[config.mk]
export PLATFORM = sky130hd
export DESIGN_NAME = nibble_serial_adder
export DESIGN_NICKNAME = d
export VERILOG_FILES = /design/src/rtl/nibble_serial_adder_pkg.sv /design/src/rtl/Adder_4bit.sv /design/src/rtl/nibble_serial_adder.sv
export SDC_FILE = /design/constraint.sdc
export NUM_CORES = 1
export LEC_CHECK = 0
export ABC_AREA = 1
export CAP_MARGIN = 20
export CORE_ASPECT_RATIO = 0.7
export CORE_MARGIN = 3
export CORE_UTILIZATION = 35
export CTS_CLUSTER_SIZE = 14
export DETAILED_ROUTE_END_ITERATION = 16
export GPL_ROUTABILITY_DRIVEN = 0
export PLACE_DENSITY = 0.6
export SETUP_SLACK_MARGIN = 0.3
export SYNTH_ARGS = -nofsm -noshare
export SYNTH_HDL_FRONTEND = slang
export SYNTH_SLANG_ARGS = --single-unit
export TNS_END_PERCENT = 10
[constraint.sdc]
create_clock -name CLK -period 4.23 [get_ports CLK]
set_input_delay 1.269 -clock CLK [delete_from_list [all_inputs] [get_ports CLK]]
set_output_delay 1.269 -clock CLK [all_outputs]
set_load 0.02 [all_outputs]
[src/rtl/nibble_serial_adder_pkg.sv]
// Shared definitions for the nibble-serial multi-word adder.
package nibble_serial_adder_pkg;

  localparam int unsigned NIBBLES_DEFAULT = 4;

  typedef enum logic [1:0] {
    ST_IDLE = 2'd0,
    ST_ADD  = 2'd1,
    ST_DONE = 2'd2
  } state_e;

  // Width of the nibble index: clog2(nibbles), never below one bit.
  function automatic int unsigned idx_width(input int unsigned nibbles);
    return (nibbles > 1) ? $clog2(nibbles) : 1;
  endfunction

endpackage

[src/rtl/Adder_4bit.sv]
// Combinational 4-bit adder with carry-in and carry-out.
module Adder_4bit (
  input  logic [3:0] A,
  input  logic [3:0] B,
  input  logic       C_in,
  output logic [3:0] S,
  output logic       C_out
);

  // Plain 4-bit add, carry appears in bit 4.
  assign {C_out, S} = 5'(A) + 5'(B) + 5'(C_in);

endmodule

[src/rtl/nibble_serial_adder.sv]
// Nibble-serial adder: streams latched wide operands LSB nibble first
// through a single Adder_4bit, one nibble per clock, with a start/busy/done
// handshake. Optional signed-overflow output V is built when the macro
// NIBBLE_SERIAL_ADDER_OVF_EN is defined.
module nibble_serial_adder
  import nibble_serial_adder_pkg::*;
#(
  parameter int unsigned NIBBLES = NIBBLES_DEFAULT
) (
  input  logic                 CLK,
  input  logic                 nRST,
  input  logic                 start,
  input  logic [4*NIBBLES-1:0] A,
  input  logic [4*NIBBLES-1:0] B,
  input  logic                 C_in,
  output logic [4*NIBBLES-1:0] S,
  output logic                 C_out,
  output logic                 busy,
  output logic                 done
`ifdef NIBBLE_SERIAL_ADDER_OVF_EN
  ,
  output logic                 V
`endif
);

  localparam int unsigned IW = idx_width(NIBBLES);

  state_e                    state_q, state_n;
  logic [NIBBLES-1:0][3:0]   a_q, a_n;
  logic [NIBBLES-1:0][3:0]   b_q, b_n;
  logic [NIBBLES-1:0][3:0]   s_q, s_n;
  logic                      carry_q, carry_n;
  logic [IW-1:0]             idx_q, idx_n;
  logic                      cout_q, cout_n;
  logic                      busy_q, busy_n;
  logic                      done_q, done_n;
  logic                      last_nib;
  logic [3:0]                add_s;
  logic                      add_co;
`ifdef NIBBLE_SERIAL_ADDER_OVF_EN
  logic                      v_q, v_n;
`endif

  // The only adder in the block; fed with the current nibble pair.
  Adder_4bit u_adder (
    .A     (a_q[idx_q]),
    .B     (b_q[idx_q]),
    .C_in  (carry_q),
    .S     (add_s),
    .C_out (add_co)
  );

  assign last_nib = (idx_q == IW'(NIBBLES - 1));

  // Next-state and datapath update; everything holds unless a state acts.
  always_comb begin
    state_n = state_q;
    a_n     = a_q;
    b_n     = b_q;
    s_n     = s_q;
    carry_n = carry_q;
    idx_n   = idx_q;
    cout_n  = cout_q;
`ifdef NIBBLE_SERIAL_ADDER_OVF_EN
    v_n     = v_q;
`endif
    unique case (state_q)
      ST_IDLE: begin
        if (start) begin
          a_n     = A;
          b_n     = B;
          carry_n = C_in;
          idx_n   = '0;
          s_n     = '0;
          cout_n  = 1'b0;
`ifdef NIBBLE_SERIAL_ADDER_OVF_EN
          v_n     = 1'b0;
`endif
          state_n = ST_ADD;
        end
      end
      ST_ADD: begin
        s_n[idx_q] = add_s;
        carry_n    = add_co;
        idx_n      = idx_q + IW'(1);
        if (last_nib) begin
          cout_n  = add_co;
`ifdef NIBBLE_SERIAL_ADDER_OVF_EN
          v_n     = (a_q[NIBBLES-1][3] == b_q[NIBBLES-1][3]) &&
                    (add_s[3] != a_q[NIBBLES-1][3]);
`endif
          state_n = ST_DONE;
        end
      end
      ST_DONE: state_n = ST_IDLE;
      default: state_n = ST_IDLE;
    endcase
    busy_n = (state_n != ST_IDLE);
    done_n = (state_n == ST_DONE);
  end

  // State and datapath registers; reset aborts any operation in flight.
  always_ff @(posedge CLK or negedge nRST) begin
    if (!nRST) begin
      state_q <= ST_IDLE;
      a_q     <= '0;
      b_q     <= '0;
      s_q     <= '0;
      carry_q <= 1'b0;
      idx_q   <= '0;
      cout_q  <= 1'b0;
      busy_q  <= 1'b0;
      done_q  <= 1'b0;
`ifdef NIBBLE_SERIAL_ADDER_OVF_EN
      v_q     <= 1'b0;
`endif
    end else begin
      state_q <= state_n;
      a_q     <= a_n;
      b_q     <= b_n;
      s_q     <= s_n;
      carry_q <= carry_n;
      idx_q   <= idx_n;
      cout_q  <= cout_n;
      busy_q  <= busy_n;
      done_q  <= done_n;
`ifdef NIBBLE_SERIAL_ADDER_OVF_EN
      v_q     <= v_n;
`endif
    end
  end

  assign S     = s_q;
  assign C_out = cout_q;
  assign busy  = busy_q;
  assign done  = done_q;
`ifdef NIBBLE_SERIAL_ADDER_OVF_EN
  assign V     = v_q;
`endif

endmodule

==> results by group, run 1 <==
Timing
  • Peak Freq: between 300 and 400 MHz
  • RSZ-0062 raised after global routing: no
  • Period Utilization, post-route: ~67%
  • Count of final hold-check violations: 0
  • Skew final: 0.00649 ns
  • Fin crit period: ~2.8 ns
  • Worst Tran Pin Value: 0.834 ns
  • Max_slew headroom: 44.4%
  • Total negative setup slack: 0 ns
  • Final Slew Violations: 0
  • # setup viols final: 0

Worst setup path
  • Slowest stage cell, crit path: dfrtp_1
  • Worst path bufs/invs: 1
  • CP startpoint kind: flip-flop
  • Crit path required time: roughly 4.4 ns
  • CP Data Arrival Time: approximately 3 ns
  • CP Capture Type: flip-flop
  • CP cell instances: inv_2, o21ai_0, o22ai_1, fa_1, fa_1, xnor2_1, o21ai_0
  • Max incr delay on CP: approximately 0.7 ns
  • Critical path class: reg2reg
  • Crit path max fanout: 20
  • Top cell family by delay on the critical path: adder cells

Status
  • Outcome: finished clean

Die
  • Core box area: a little under 7000 µm²
  • I/O Pins: 55
  • # rows: 25
  • Die Height: approximately 78 µm
  • Die area: approximately 8400 µm²
  • Die width: between 100 and 150 µm
  • Initial core utilization: a little under two fifths

Synth
  • Synth Register Bits: 56
  • Syn Nets: ~340
  • Post-synth design cell area: about 2600 µm²
  • Post-synthesis sequential area ratio: a little over half
  • Yosys warns: 0
  • Yosys cell types: 22
  • Synth Instances: 294
  • Synth Area per Inst: between 8 and 9 µm²

Routing
  • Vias/cell: approximately 4.6
  • Routed WL: between 5000 and 6000 µm
  • Vias: roughly 2,000
  • Final ANT Viol Nets: 0
  • Residual DRC count: 0
  • Avg WL per Cell: between 10 and 15 µm
  • DR pass1 iterations: 4
  • 1st-iter DRT viols: between 90 and 100

Hold path
  • Worst hold path class: reg2reg

GRT
  • Most used routing layer: met2
  • Initial antenna violation count: 0
  • Total GRT Usage: between 10% and 20%
  • Largest net degree at the start of global routing: 39
  • Vias in the first global route: ~2,100
  • Met2 Track Usage GR: between 20% and 30%
  • First-pass GRT wire length: between 9000 and 10,000 µm
  • Global routing usage on met1: roughly a fifth
  • Met3 usage: between 3 and 4%
  • Gr ovfl total: 0

CTS
  • Clock transition at the registers of the reported paths: roughly 0.090 ns
  • Clock sink count: 56
  • Post-cts repair resize count: 0
  • Worst skew pair latency: 0.31 ns
  • Root Buffer: clkbuf_8
  • CTS Hold Buffers Added: 0
  • Clock buffer depth: 2
  • CTS Buf Count: 5
  • H-tree depth: 2
  • Setup Buffers After CTS: 0
  • CTS tree: yes

Placed design
  • Hpwl dp: roughly 4200 µm
  • IO buf count: 54
  • Placed inst area: 3200 µm²

Power
  • PwrDens: around 810 nW/µm²
  • Max IR drop VDD: approximately 350 µV
  • Total chip power: ~2.7 mW
  • Static leakage: 1.59 nW

Layout
  • Layout cells sized above 1: a little under 7%
  • Area of the multi-input gates: 1070 µm²
  • Design area: approximately 3300 µm²
  • Reg area: about 1400 µm²
  • Antenna fix cells: 0
  • Most common cell after layout, fill and taps aside: nand2_1
  • Commonest cells after routing, fill and taps aside: 120 x nand2_1, 56 x dfrtp_1, 53 x clkdlybuf4s50_1
  • Syn-to-layout area delta: 27.6%
  • FILL cells: 708
  • Final nets: between 300 and 400

Job
  • Max Cap Viol: 0
## Yosys cell counts
| cell type | instances | area [µm²] |
|---|---|---|
| nand2_1 | 120 | 450 |
| dfrtp_1 | 56 | 1400 |
| o21ai_0 | 23 | 115 |
| nor2_1 | 20 | 75.1 |
| nand3_1 | 12 | 60.1 |
| inv_1 | 10 | 37.5 |
| buf_2 | 8 | 40.0 |
| o22ai_1 | 8 | 50.1 |
| ha_1 | 7 | 87.6 |
| o21ai_1 | 7 | 35.0 |
| a21oi_1 | 3 | 15.0 |
| inv_2 | 3 | 11.3 |
| nor2_4 | 3 | 33.8 |
| o21ai_2 | 3 | 26.3 |
| fa_1 | 2 | 40.0 |
| nand2_4 | 2 | 22.5 |
| nor2_8 | 2 | 40.0 |
| clkinv_1 | 1 | 3.75 |
| clkinv_4 | 1 | 8.76 |
| inv_4 | 1 | 6.26 |
| nand2_2 | 1 | 6.26 |
| xnor2_1 | 1 | 8.76 |
## sequential cells by signal (all words and copies together) (netlist names)
signal,flops
C_out,1
b_q,16
busy,1
carry_q,1
idx_q,2
S,16
state_q,2
done,1
a_q,16
## cell type report
type / instances / share of cell area, %
Sequential cell: 56 / 42.7
Multi-Input combinational cell: 214 / 32.4
Timing Repair Buffer: 55 / 16.5
Tap cell: 94 / 3.58
Clock buffer: 8 / 2.74
Inverter: 16 / 2.06
## metrics by stage
stage / hold WS, ns / std cells / utilization [%] / worst slack [ns]
6_report: 0.487 / 443 / 47.3 / 1.42
5_1_grt: 0.513 / 443 / 47.3 / 1.28
4_1_cts: 0.489 / 443 / 47.3 / 1.44
3_5_place_dp: 0.459 / 435 / 46.0 / 1.31
3_3_place_gp: 0.457 / 435 / 46.0 / 1.35
2_1_floorplan: 0.437 / 294 / - / 1.96
## path summary, 6_finish.rpt
kind	from	to	slack, ns	depth (start not counted)
worst max-delay path	idx_q[0]$_DFFE_PN0P_	S[10]$_DFFE_PN0P_	1.42	7
worst min-delay path	b_q[5]$_DFFE_PN0P_	b_q[5]$_DFFE_PN0P_	0.49	2
worst max register to register	idx_q[0]$_DFFE_PN0P_	S[10]$_DFFE_PN0P_	1.42	7
worst min register to register	b_q[5]$_DFFE_PN0P_	b_q[5]$_DFFE_PN0P_	0.49	2
max in group asynchronous	nRST	S[11]$_DFFE_PN0P_	2.42	2
min in group asynchronous	nRST	b_q[2]$_DFFE_PN0P_	1.05	1
## power by group
part	total [mW]	leakage [nW]	switching (mW)	internal (mW)
sequential	0.955	0.707	0.178	0.777
combinational	1.41	0.842	0.886	0.519
clock	0.299	0.0455	0.165	0.134
## cells by family (layout without fill, tap and decap cells)
logic type	after synthesis	in the layout	share of synthesized area, %
simple gates	160	160	26.7
flops	56	56	54.4
compound gates	44	44	9.38
buf+inv	24	79	4.18
fa+ha+maj	9	9	4.96
xor+xnor	1	1	0.340
## worst reg2reg max path, delay by kind of cell (launching register included)
| family | cells | cell delay (ns) |
|---|---|---|
| xor gates and xnor gates | 1 | 0.37 |
| buffers and inverters | 1 | 0.27 |
| AOI/OAI and AO/OA | 3 | 0.50 |
| adders and majority gates | 2 | 0.84 |
| DFF | 1 | 0.71 |
## metal layers
layer / wire (µm) / part of all wire [%] / vias up
met5: 0 / 0 / -
met3: 278 / 4.9 / 5
met1: 2930 / 52 / 941
met2: 2400 / 42 / 45
met4: 50 / 0.88 / 0
li1: - / - / 1045
(Power assumes the default switching activity.)
==> run 2: changes to the inputs <==
- PLACE_DENSITY: 0.6 -> 0.62
- clock period: 4.23 -> 2.4 ns (I/O delays scaled with it)
==> results by group, run 2 (synthesized netlist as in run 1, its figures left out) <==
Status
  • Outcome: finished clean

Timing
  • Count of final hold-check violations: 0 (unchanged)
  • Skew final: 0.00339 ns (-0.00310 ns)
  • Worst Tran Pin Value: 0.362 ns (-0.472 ns)
  • Final Slew Violations: 0 (unchanged)
  • # setup viols final: 0 (unchanged)
  • Total negative setup slack: 0 ns (unchanged)
  • Max_slew headroom: 75.9% (+31 points)
  • Period Utilization, post-route: 86.6% (+20 points)
  • RSZ-0062 raised after global routing: yes
  • Fin crit period: 2.08 ns (-0.736 ns)
  • Peak Freq: 481 MHz (+35%)

Die
  • I/O Pins: 55 (unchanged)
  • Initial core utilization: 37.1% (unchanged)
  • # rows: 25 (unchanged)
  • Die width: 109 µm (unchanged)
  • Die area: 8440 µm² (unchanged)
  • Die Height: 77.8 µm (unchanged)
  • Core box area: 6940 µm² (unchanged)

Worst setup path
  • Worst path bufs/invs: 1 (unchanged)
  • Max incr delay on CP: 0.45 ns (-0.26 ns)
  • R2R Path Start: idx_q[0]$_DFFE_PN0P_
  • Top cell family by delay on the critical path: adder cells
  • Critical path class: reg2reg
  • R2r worst-path depth: 9 (+2)
  • Worst R2R End: carry_q$_DFFE_PN0P_
  • R2r setup slk: 0.32 ns (-1.09 ns)
  • Crit path required time: 2.60 ns (-1.81 ns)
  • CP cell instances: inv_4, o21ai_1, o22ai_2, fa_2, fa_2, nand3_1, nand2_1, nand2_2, a21oi_1
  • CP startpoint kind: flip-flop
  • CP Capture Type: flip-flop
  • Crit path max fanout: 12 (-40%)
  • CP Data Arrival Time: 2.28 ns (-0.72 ns)
  • Most frequent CP cell: fa_2
  • Slowest stage cell, crit path: dfrtp_2
  • Crit path from: idx_q[0]$_DFFE_PN0P_

GRT
  • Total GRT Usage: 15.0% (+0.51 points)
  • Vias in the first global route: 2,082 (-0.048%)
  • Gr ovfl total: 0 (unchanged)
  • Initial antenna violation count: 0 (unchanged)
  • First-pass GRT wire length: 10,100 µm (+2.7%)
  • Largest net degree at the start of global routing: 38 (-2.6%)

Layout
  • Antenna fix cells: 0 (unchanged)
  • Commonest cells after routing, fill and taps aside: 118 x nand2_1, 55 x dfrtp_1, 53 x clkdlybuf4s50_1
  • Final nets: 401 (+2.0%)
  • Layout cells sized above 1: 14.0% (+7.1 points)
  • Syn-to-layout area delta: 33.9%
  • Most common cell after layout, fill and taps aside: nand2_1

CTS
  • Clock buffer depth: 2 (unchanged)
  • Clock transition at the registers of the reported paths: 0.09 ns (about the same)
  • CTS Buf Count: 5 (unchanged)
  • Clock sink count: 56 (unchanged)
  • Root Buffer: clkbuf_8
  • Worst skew pair latency: 0.31 ns (about the same)
  • CTS Hold Buffers Added: 0 (unchanged)
  • H-tree depth: 2 (unchanged)
  • CTS tree: yes

Routing
  • Vias/cell: 4.58 (-0.37%)
  • Avg WL per Cell: 13.1 µm (+2.7%)
  • DR pass1 iterations: 4 (unchanged)
  • Residual DRC count: 0 (unchanged)
  • Final ANT Viol Nets: 0 (unchanged)
  • Vias: 2,065 (+1.4%)
  • Routed WL: 5910 µm (+4.5%)
  • 1st-iter DRT viols: 92 (-7.1%)

Power
  • Total chip power: 5.17 mW (+94%)
  • Comb pwr share: 57.8% (+4.9 points)
  • PwrDens: 1500 nW/µm² (+85%)
  • Reg power frac: 32.0% (-3.9 points)
  • Sw Share: 45.6% (-0.65 points)
  • Max IR drop VDD: 520 µV (+47%)
  • NetSw: 2.36 mW (+92%)
  • Static leakage: 1.66 nW (+4.4%)
  • Pint: 2.81 mW (+97%)
  • Clock share of power: 10.2% (-1.0 points)

Job
  • Max Cap Viol: 0 (unchanged)

Placed design
  • IO buf count: 54 (unchanged)
  • Hpwl dp: 4460 µm (+7.0%)

Hold path
  • Worst hold path class: in2async
[run 2: cell types whose count changed in the layout (fill, tap and decap cells not counted), moves of 2 or more]
cell      delta
buf_4        +6
o21ai_0      -6
o21ai_1      +5
o22ai_1      -4
o22ai_2      +4
buf_6        +2
clkbuf_1     -2
clkinv_2     +2
fa_1         -2
fa_2         +2
inv_4        +2
nand2_1      -2
nand2_2      +2
nor2_1       -2
[run 2: layer usage]
metal	up-vias	global-route usage, %	share of wire (%)
li1	1063	-	-
met1	944	22.5	49
met2	51	21.8	44
met3	7	3.66	6.0
met4	0	3.78	0.91
met5	-	0	0
[run 2: worst max-delay path by stage]
stage | slack (ns) | endpoint | cells after the start
finish | 0.32 | carry_q$_DFFE_PN0P_ | 9
global placement | 0.29 | S[10]$_DFFE_PN0P_ | 7
detailed placement | 0.20 | S[10]$_DFFE_PN0P_ | 7
CTS | 0.29 | S[7]$_DFFE_PN0P_ | 9
floorplan | 0.33 | S[10]$_DFFE_PN0P_ | 8
global route | 0.23 | carry_q$_DFFE_PN0P_ | 9
[run 2: final cells by class]
cell class                 instances  area (µm²)
inverter                          16        72.6
multi-input combinational        214        1150
sequential                        56        1400
tap                               94         118
fill                             686        3500
clock buffer                       6        82.6
timing repair buffer              63         611
clock inverter                     2        10.0
[run 2: power by group through the flow]
stage / clock, mW / combinational [mW] / sequential (mW)
3_3_place_gp: 0 / 2.58 / 1.67
5_1_grt: 0.583 / 3.35 / 1.71
6_report: 0.526 / 2.99 / 1.65
4_1_cts: 0.541 / 2.80 / 1.64
3_5_place_dp: 0 / 2.64 / 1.66
2_1_floorplan: 0 / 1.69 / 1.74
[run 2: stage by stage]
| stage | hold WS (ns) | utilization (%) | instances | cell area, µm² | worst slack [ns] |
|---|---|---|---|---|---|
| 3_5_place_dp | 0.462 | 46.8 | 441 | 3250 | 0.196 |
| 4_1_cts | 0.318 | 48.6 | 451 | 3380 | 0.286 |
| 3_3_place_gp | 0.454 | 46.8 | 441 | 3250 | 0.288 |
| 2_1_floorplan | 0.424 | - | 294 | 2590 | 0.326 |
| 6_report | 0.308 | 49.6 | 451 | 3450 | 0.322 |
| 5_1_grt | 0.318 | 49.6 | 451 | 3450 | 0.234 |
[run 2: repair_timing]
item	CTS	global route
endpoints found under the setup margin	14	14
pin swaps	1	7
gates resized for setup	3	22
gates cloned	0	0
setup buffers	2	0
==> run 3: changes to the inputs <==
- ABC_AREA: 1 -> not set
- ABC_CLOCK_PERIOD_IN_PS: not set -> 2400
- PLACE_DENSITY: 0.62 -> 0.61
==> results by group, run 3 <==
Worst setup path
  • Max incr delay on CP: 0.53 ns (+0.08 ns)
  • Top cell family by delay on the critical path: simple AND/OR/NAND/NOR gates
  • CP cell instances: buf_6, mux4_2, fa_2, and3_4, or3_4, a32o_1
  • Crit path depth: 6 (-3)
  • Worst Setup EP: S[7]$_DFFE_PN0P_
  • Crit path from: idx_q[0]$_DFFE_PN0P_
  • Slowest stage cell, crit path: mux4_2
  • Worst path bufs/invs: 1 (unchanged)
  • Worst R2R End: S[7]$_DFFE_PN0P_
  • CP Capture Type: flip-flop
  • R2r worst-path depth: 6 (-3)
  • CP startpoint kind: flip-flop
  • Crit path required time: 2.60 ns (about the same)
  • CP Data Arrival Time: 2.57 ns (+0.29 ns)
  • Critical path class: reg2reg
  • Crit path max fanout: 6 (-6)
  • R2R Path Start: idx_q[0]$_DFFE_PN0P_
  • R2r setup slk: 0.03 ns (-0.29 ns)

Synth
  • Post-synth design cell area: 2650 µm² (+3.0%)
  • Yosys cell types: 33 (+50%)
  • Post-synthesis sequential area ratio: 52.8% (-1.6 points)
  • Synth Register Bits: 56 (unchanged)
  • Top FF cell, synth: dfrtp_1
  • Share of the synthesized area in the top cell type: 52.8% (-1.6 points)
  • Simple-gate share of the synthesized area: 5.61% (-21 points)
  • Most frequent cell after synthesis: dfrtp_1
  • Post-synthesis compound-gate area fraction: 7.69% (-1.7 points)
  • Post-synth top cells: 56 x dfrtp_1, 29 x mux2_4, 8 x a22o_1, 8 x mux4_2
  • Post-synthesis adder-cell area fraction: 4.81% (-0.14 points)
  • Xor/xnor share of the synthesized area: 0.330% (-0.0099 points)
  • Yosys warns: 0 (unchanged)
  • Mux cell area share after synthesis: 24.9% (+25 points)
  • Synth Area per Inst: 16.0 µm² (+82%)
  • Main combinational cell family by area after synthesis: multiplexers
  • Synth Instances: 166 (-44%)
  • Synth async-reset ratio: 100% (unchanged)
  • Largest cells by area after synthesis: dfrtp_1 53%, mux2_4 16%, mux4_2 6.8%
  • Leading area contributor after synthesis: dfrtp_1
  • Post-synth EDFFs: 0 (unchanged)
  • Syn Nets: 211 (-38%)

Power
  • Clock share of power: 11.3% (+1.1 points)
  • Static leakage: 1.53 nW (-8.1%)
  • Sw Share: 36.8% (-8.8 points)
  • Pint: 3.47 mW (+23%)
  • Reg power frac: 30.5% (-1.5 points)
  • Comb pwr share: 58.2% (+0.4 points)
  • NetSw: 2.02 mW (-14%)
  • Total chip power: 5.50 mW (+6.3%)
  • Max IR drop VDD: 791 µV (+52%)
  • PwrDens: 1570 nW/µm² (+4.9%)

CTS
  • CTS tree: yes
  • CTS Buf Count: 5 (unchanged)
  • Clock sink count: 56 (unchanged)
  • H-tree depth: 2 (unchanged)
  • Clock transition at the registers of the reported paths: 0.10 ns (about the same)
  • Clock buffer depth: 2 (unchanged)
  • Root Buffer: clkbuf_8
  • Worst skew pair latency: 0.31 ns (about the same)

Job
  • Max Cap Viol: 0 (unchanged)

Die
  • # rows: 25 (unchanged)
  • Initial core utilization: 37.7% (+0.61 points)
  • Die area: 8680 µm² (+2.8%)
  • Core box area: 7040 µm² (+1.4%)
  • I/O Pins: 55 (unchanged)
  • Die width: 110 µm (+1.4%)
  • Die Height: 78.8 µm (+1.4%)

Placed design
  • IO buf count: 54 (unchanged)
  • Placed inst area: 3340 µm² (+2.8%)
  • Hpwl dp: 4050 µm (-9.0%)

Routing
  • Vias/cell: 4.81 (+5.0%)
  • 1st-iter DRT viols: 86 (-6.5%)
  • Vias: 1,567 (-24%)
  • Routed WL: 5380 µm (-9.0%)
  • Residual DRC count: 0 (unchanged)
  • DR pass1 iterations: 2 (-2)
  • Avg WL per Cell: 16.5 µm (+26%)
  • Final ANT Viol Nets: 0 (unchanged)

Layout
  • Reg area: 1400 µm² (about the same)
  • Final nets: 276 (-31%)
  • Layout cells sized above 1: 32.8% (+19 points)
  • Syn-to-layout area delta: 31.8%
  • Most common cell after layout, fill and taps aside: dfrtp_1
  • Antenna fix cells: 0 (unchanged)
  • Design area: 3500 µm² (+1.4%)
  • FILL cells: 605 (-12%)
  • Utilization after layout: 49.7% (about the same)
  • Area of the multi-input gates: 1190 µm² (+3.2%)
  • Commonest cells after routing, fill and taps aside: 56 x dfrtp_1, 53 x clkdlybuf4s50_1, 29 x mux2_4

Status
  • Outcome: finished clean

GRT
  • First-pass GRT wire length: 8630 µm (-14%)
  • Initial antenna violation count: 0 (unchanged)
  • Largest net degree at the start of global routing: 32 (-16%)
  • Vias in the first global route: 1,601 (-23%)
  • Total GRT Usage: 13.1% (-2.0 points)
  • Gr ovfl total: 0 (unchanged)

Timing
  • Fin crit period: 2.37 ns (+0.292 ns)
  • Total negative setup slack: 0 ns (unchanged)
  • Skew final: 0.0123 ns (+0.00887 ns)
  • # setup viols final: 0 (unchanged)
  • Max_slew headroom: 59.4% (-16 points)
  • RSZ-0062 raised after global routing: yes
  • Period Utilization, post-route: 98.7% (+12 points)
  • Worst Tran Pin Value: 0.609 ns (+0.247 ns)
  • Count of final hold-check violations: 0 (unchanged)
  • Peak Freq: 422 MHz (-12%)
  • Final Slew Violations: 0 (unchanged)
  • Hold_ws: 0.414 ns (+0.106 ns)

Hold path
  • Worst hold path class: in2async
==> run 3: repair_timing <==
item                                    CTS  global route
resized for setup                         1             5
hold buffers                              0             0
setup buffers                             0             2
pin swaps                                 0             9
cloned                                    0             0
endpoints found under the setup margin   14            14
==> run 3: kinds of logic after synthesis <==
kind of cell,count (synthesis)
flops,56
mux,41
compound gates,25
simple gates,22
buf+inv,12
fa+ha+maj,9
xor+xnor,1
==> run 3: area by class of cell <==
| cell class | instances | share of cell area (%) |
|---|---|---|
| clock inverter | 3 | 1.22 |
| sequential | 56 | 40.1 |
| multi-input combinational | 98 | 34.0 |
| clock buffer | 5 | 1.97 |
| tap | 94 | 3.36 |
| timing repair buffer | 64 | 18.8 |
| inverter | 6 | 0.644 |
==> run 3: power by group through the flow <==
stage               logic, mW  clock network [mW]  registers, mW
floorplan                2.09                   0           1.74
global placement         3.05                   0           1.72
detailed placement       3.11                   0           1.70
CTS                      3.13               0.630           1.68
global route             3.47               0.665           1.73
finish                   3.20               0.620           1.68
==> run 3: metrics by stage <==
stage / cells / setup slack [ns]
after global routing: 326 / -0.0437
after global placement: 316 / 0.0755
after detailed placement: 316 / 0.0269
after CTS: 324 / 0.0172
after floorplan: 166 / 0.0284
final: 326 / 0.0303
==> run 3: worst reg2reg max path: cells and delay by family (launching register included) <==
| family | cells | cell delay, ns |
|---|---|---|
| DFF | 1 | 0.38 |
| and+or+nand+nor | 2 | 0.58 |
| buffers and inverters | 1 | 0.15 |
| AOI/OAI and AO/OA | 1 | 0.24 |
| muxes | 1 | 0.53 |
| adders and majority gates | 1 | 0.39 |
==> run 3: worst min path at each step <==
| stage | endpoint | slack, ns |
|---|---|---|
| 2_1_floorplan | C_out$_DFFE_PN0P_ | 0.42 |
| 6_report | b_q[12]$_DFFE_PN0P_ | 0.41 |
| 5_1_grt | S[1]$_DFFE_PN0P_ | 0.46 |
| 3_5_place_dp | S[14]$_DFFE_PN0P_ | 0.48 |
| 4_1_cts | busy$_DFF_PN0_ | 0.44 |
| 3_3_place_gp | S[14]$_DFFE_PN0P_ | 0.48 |
==> run 3: layer usage <==
metal  share of wire, %  global-route usage, %
met3                5.9                   3.57
met1                 54                   21.0
met4               0.61                   2.24
met2                 40                   17.5
met5                  0                      0
==> RTL edit: new RTL, settings of run 1 <==
Add a define of `NIBBLE_SERIAL_ADDER_OVF_EN`.
--- a/src/rtl/nibble_serial_adder.sv
+++ b/src/rtl/nibble_serial_adder.sv
@@ -2,6 +2,8 @@
 // through a single Adder_4bit, one nibble per clock, with a start/busy/done
 // handshake. Optional signed-overflow output V is built when the macro
 // NIBBLE_SERIAL_ADDER_OVF_EN is defined.
+`define NIBBLE_SERIAL_ADDER_OVF_EN
+
 module nibble_serial_adder
   import nibble_serial_adder_pkg::*;
 #(
Behaviour (old outputs only; new: V): unchanged (equiv_simple and equiv_induct, registers matched by name and starting in step).
==> RTL edit against run 1 <==
  * Setup slack worse by 160 ps
  * Combinational power about the same
  * Count of clock-buffer cells in the layout grew 5
  * Routed wire length up 3.8%
  * Sequential cell count increased by 1
  * Design area up 2.2%
  * Fmax down 5.4%
  * Critical path depth is the same
  * Power up 4.7%
  * Area after synthesis fell by 0.73%
  * Sequential power fell by 3.0%
  * Largest cell class unchanged
  * Highest routed layer unchanged
==> RTL edit: results (changes against run 1) <==
| Metric | Value |
|---|---|
| CTS Buffer Depth | `2 (unchanged)` |
| Total grt overflow | `0 (unchanged)` |
| Reg2reg path depth | `7 (unchanged)` |
| Synth top area cells | `dfrtp_1 56%, nand2_1 18%, o21ai_0 8.0%` |
| Clock Latency Late Sink | `340 ps (+30 ps)` |
| Sw frac | `44.7% (-1.5 points)` |
| Cells after DPL | `438 (+0.69%)` |
| Slew Limit Headroom | `45.3% (+0.90 points)` |
| Layout Nets | `400 (+1.8%)` |
| Synth cell count leaders | `120 x nand2_1, 57 x dfrtp_1, 41 x o21ai_0, 17 x nor2_1, 11 x nand3_1` |
| H-tree depth | `3 (+1)` |
| Ys async rst share | `100% (unchanged)` |
| Status | `completed` |
| Vias | `2,122 (+4.2%)` |
| Worst min-delay path class | `reg -> reg` |
| First-pass GRT wire length | `9.64 mm (-1.6%)` |
| Worst r2r dst | `S[6]` |
| CP Max Fanout | `11 (-45%)` |
| CTS Root Cell | `clkbuf_8` |
| All-Layer GR Usage | `14.9% (+0.34 points)` |
| Post-CTS Setup Bufs | `0 (unchanged)` |
| Avg Synthesized Cell Area | `8.69 um^2 (-0.73%)` |
| Filler Cells Inserted | `698 (-1.4%)` |
| Cell count of the worst hold path | `2 (unchanged)` |
| Reg2Reg Setup Slack | `1250 ps (-160 ps)` |
| Synthesized net count | `339 (unchanged)` |
| Largest net degree at the start of global routing | `38 (-2.6%)` |
| Post-cts resize count | `0 (unchanged)` |
| Leakage | `1.62 nW (+1.4%)` |
| Initial drt markers | `67 (-32%)` |
| Hold WS | `467 ps (-19.7 ps)` |
| Non-Filler Instances | `454 (+2.5%)` |
| Post-DP HPWL | `4.09 mm (-1.8%)` |
| Area post-placement | `3180 um^2 (-0.39%)` |
| Worst Hold End | `a_q[7]` |
| Vias in the first global route | `1,983 (-4.8%)` |
| DRT Pass-1 Iters | `4 (unchanged)` |
| Synth unique cells | `18 (-18%)` |
| Antenna violations before repair | `0 (unchanged)` |
| Diode count | `0 (unchanged)` |
| Seq/Total Area, Yosys | `55.8% (+1.4 points)` |
| CTS Buf Count | `9 (+4)` |
| Final clock skew | `7.63 ps (+1.14 ps)` |
| VDD IR max | `0.000289 V (-18%)` |
| Detailed Route WL | `5.87 mm (+3.8%)` |
| Synth Warn # | `0 (unchanged)` |
| Number of buffers added on ports | `55 (+1.9%)` |
| R2r startpoint | `idx_q[1]` |
| Data arrival, critical path | `3170 ps (+170 ps)` |
| Hold path start | `a_q[7]` |
| Proportion of layout cells with a drive suffix above 1 | `7.78% (+0.90 points)` |
| CTS clk-pin slew, worst paths | `60 ps (-30 ps)` |
==> RTL edit: per-layer routing <==
metal	global-route usage, %	routed length (um)	up-vias
li1	-	-	1071
met3	5.40	409	10
met1	21.1	2930	978
met2	20.9	2450	63
met5	0	0	-
met4	5.04	75	0
==> RTL edit: cell type report <==
class	instances	area [um^2]	share of cell area [%]
tap	94	118	3.50
sequential	57	1430	42.5
clock buffer	13	159	4.73
multi-input combinational	216	1020	30.5
inverter	13	48.8	1.45
timing repair buffer	58	568	16.9
clock inverter	3	15.0	0.447
==> RTL edit: power by group through the flow <==
stage | combinational, W | clock (W) | sequential [W]
2_1_floorplan | 0.000877 | 0 | 0.000988
3_3_place_gp | 0.00142 | 0 | 0.000931
3_5_place_dp | 0.00144 | 0 | 0.000933
4_1_cts | 0.00144 | 0.000463 | 0.000928
5_1_grt | 0.00162 | 0.000485 | 0.000957
6_report | 0.00141 | 0.000447 | 0.000926
==> RTL edit: kinds of logic after synthesis <==
| kind of cell | synth area share [%] |
|---|---|
| buffers and inverters | 4.21 |
| adder cells (fa/ha/maj) | 4.99 |
| flip-flops | 55.8 |
| AND/OR/NAND/NOR | 23.9 |
| XOR/XNOR | 0.343 |
| AO/OA/AOI/OAI | 10.8 |
==> RTL edit: worst max path at each step <==
stage / startpoint / endpoint / slack (ps) / depth (start not counted)
final: idx_q[1] / S[6] / 1250 / 7
after global routing: idx_q[1] / S[2] / 1060 / 7
after CTS: idx_q[1] / S[6] / 1250 / 7
after detailed placement: start / S[10] / 1240 / 6
after global placement: idx_q[1] / S[6] / 1260 / 7
after floorplan: idx_q[0] / carry_q / 2000 / 10
==> RTL edit: critical path, stage by stage, from the launching register on <==
cell and delay, ps:
dfrtp_1 610, clkinv_1 420, o21ai_0 180, o22ai_1 110, fa_1 430, fa_1 420
xnor2_1 480, o21ai_0 170
==> RTL edit: per-stage QoR <==
stage	setup WS, ps	utilization [%]
after floorplan	2000	-
after global placement	1260	46.0
after detailed placement	1240	46.0
after CTS	1250	48.6
after global routing	1060	48.6
final	1250	48.6
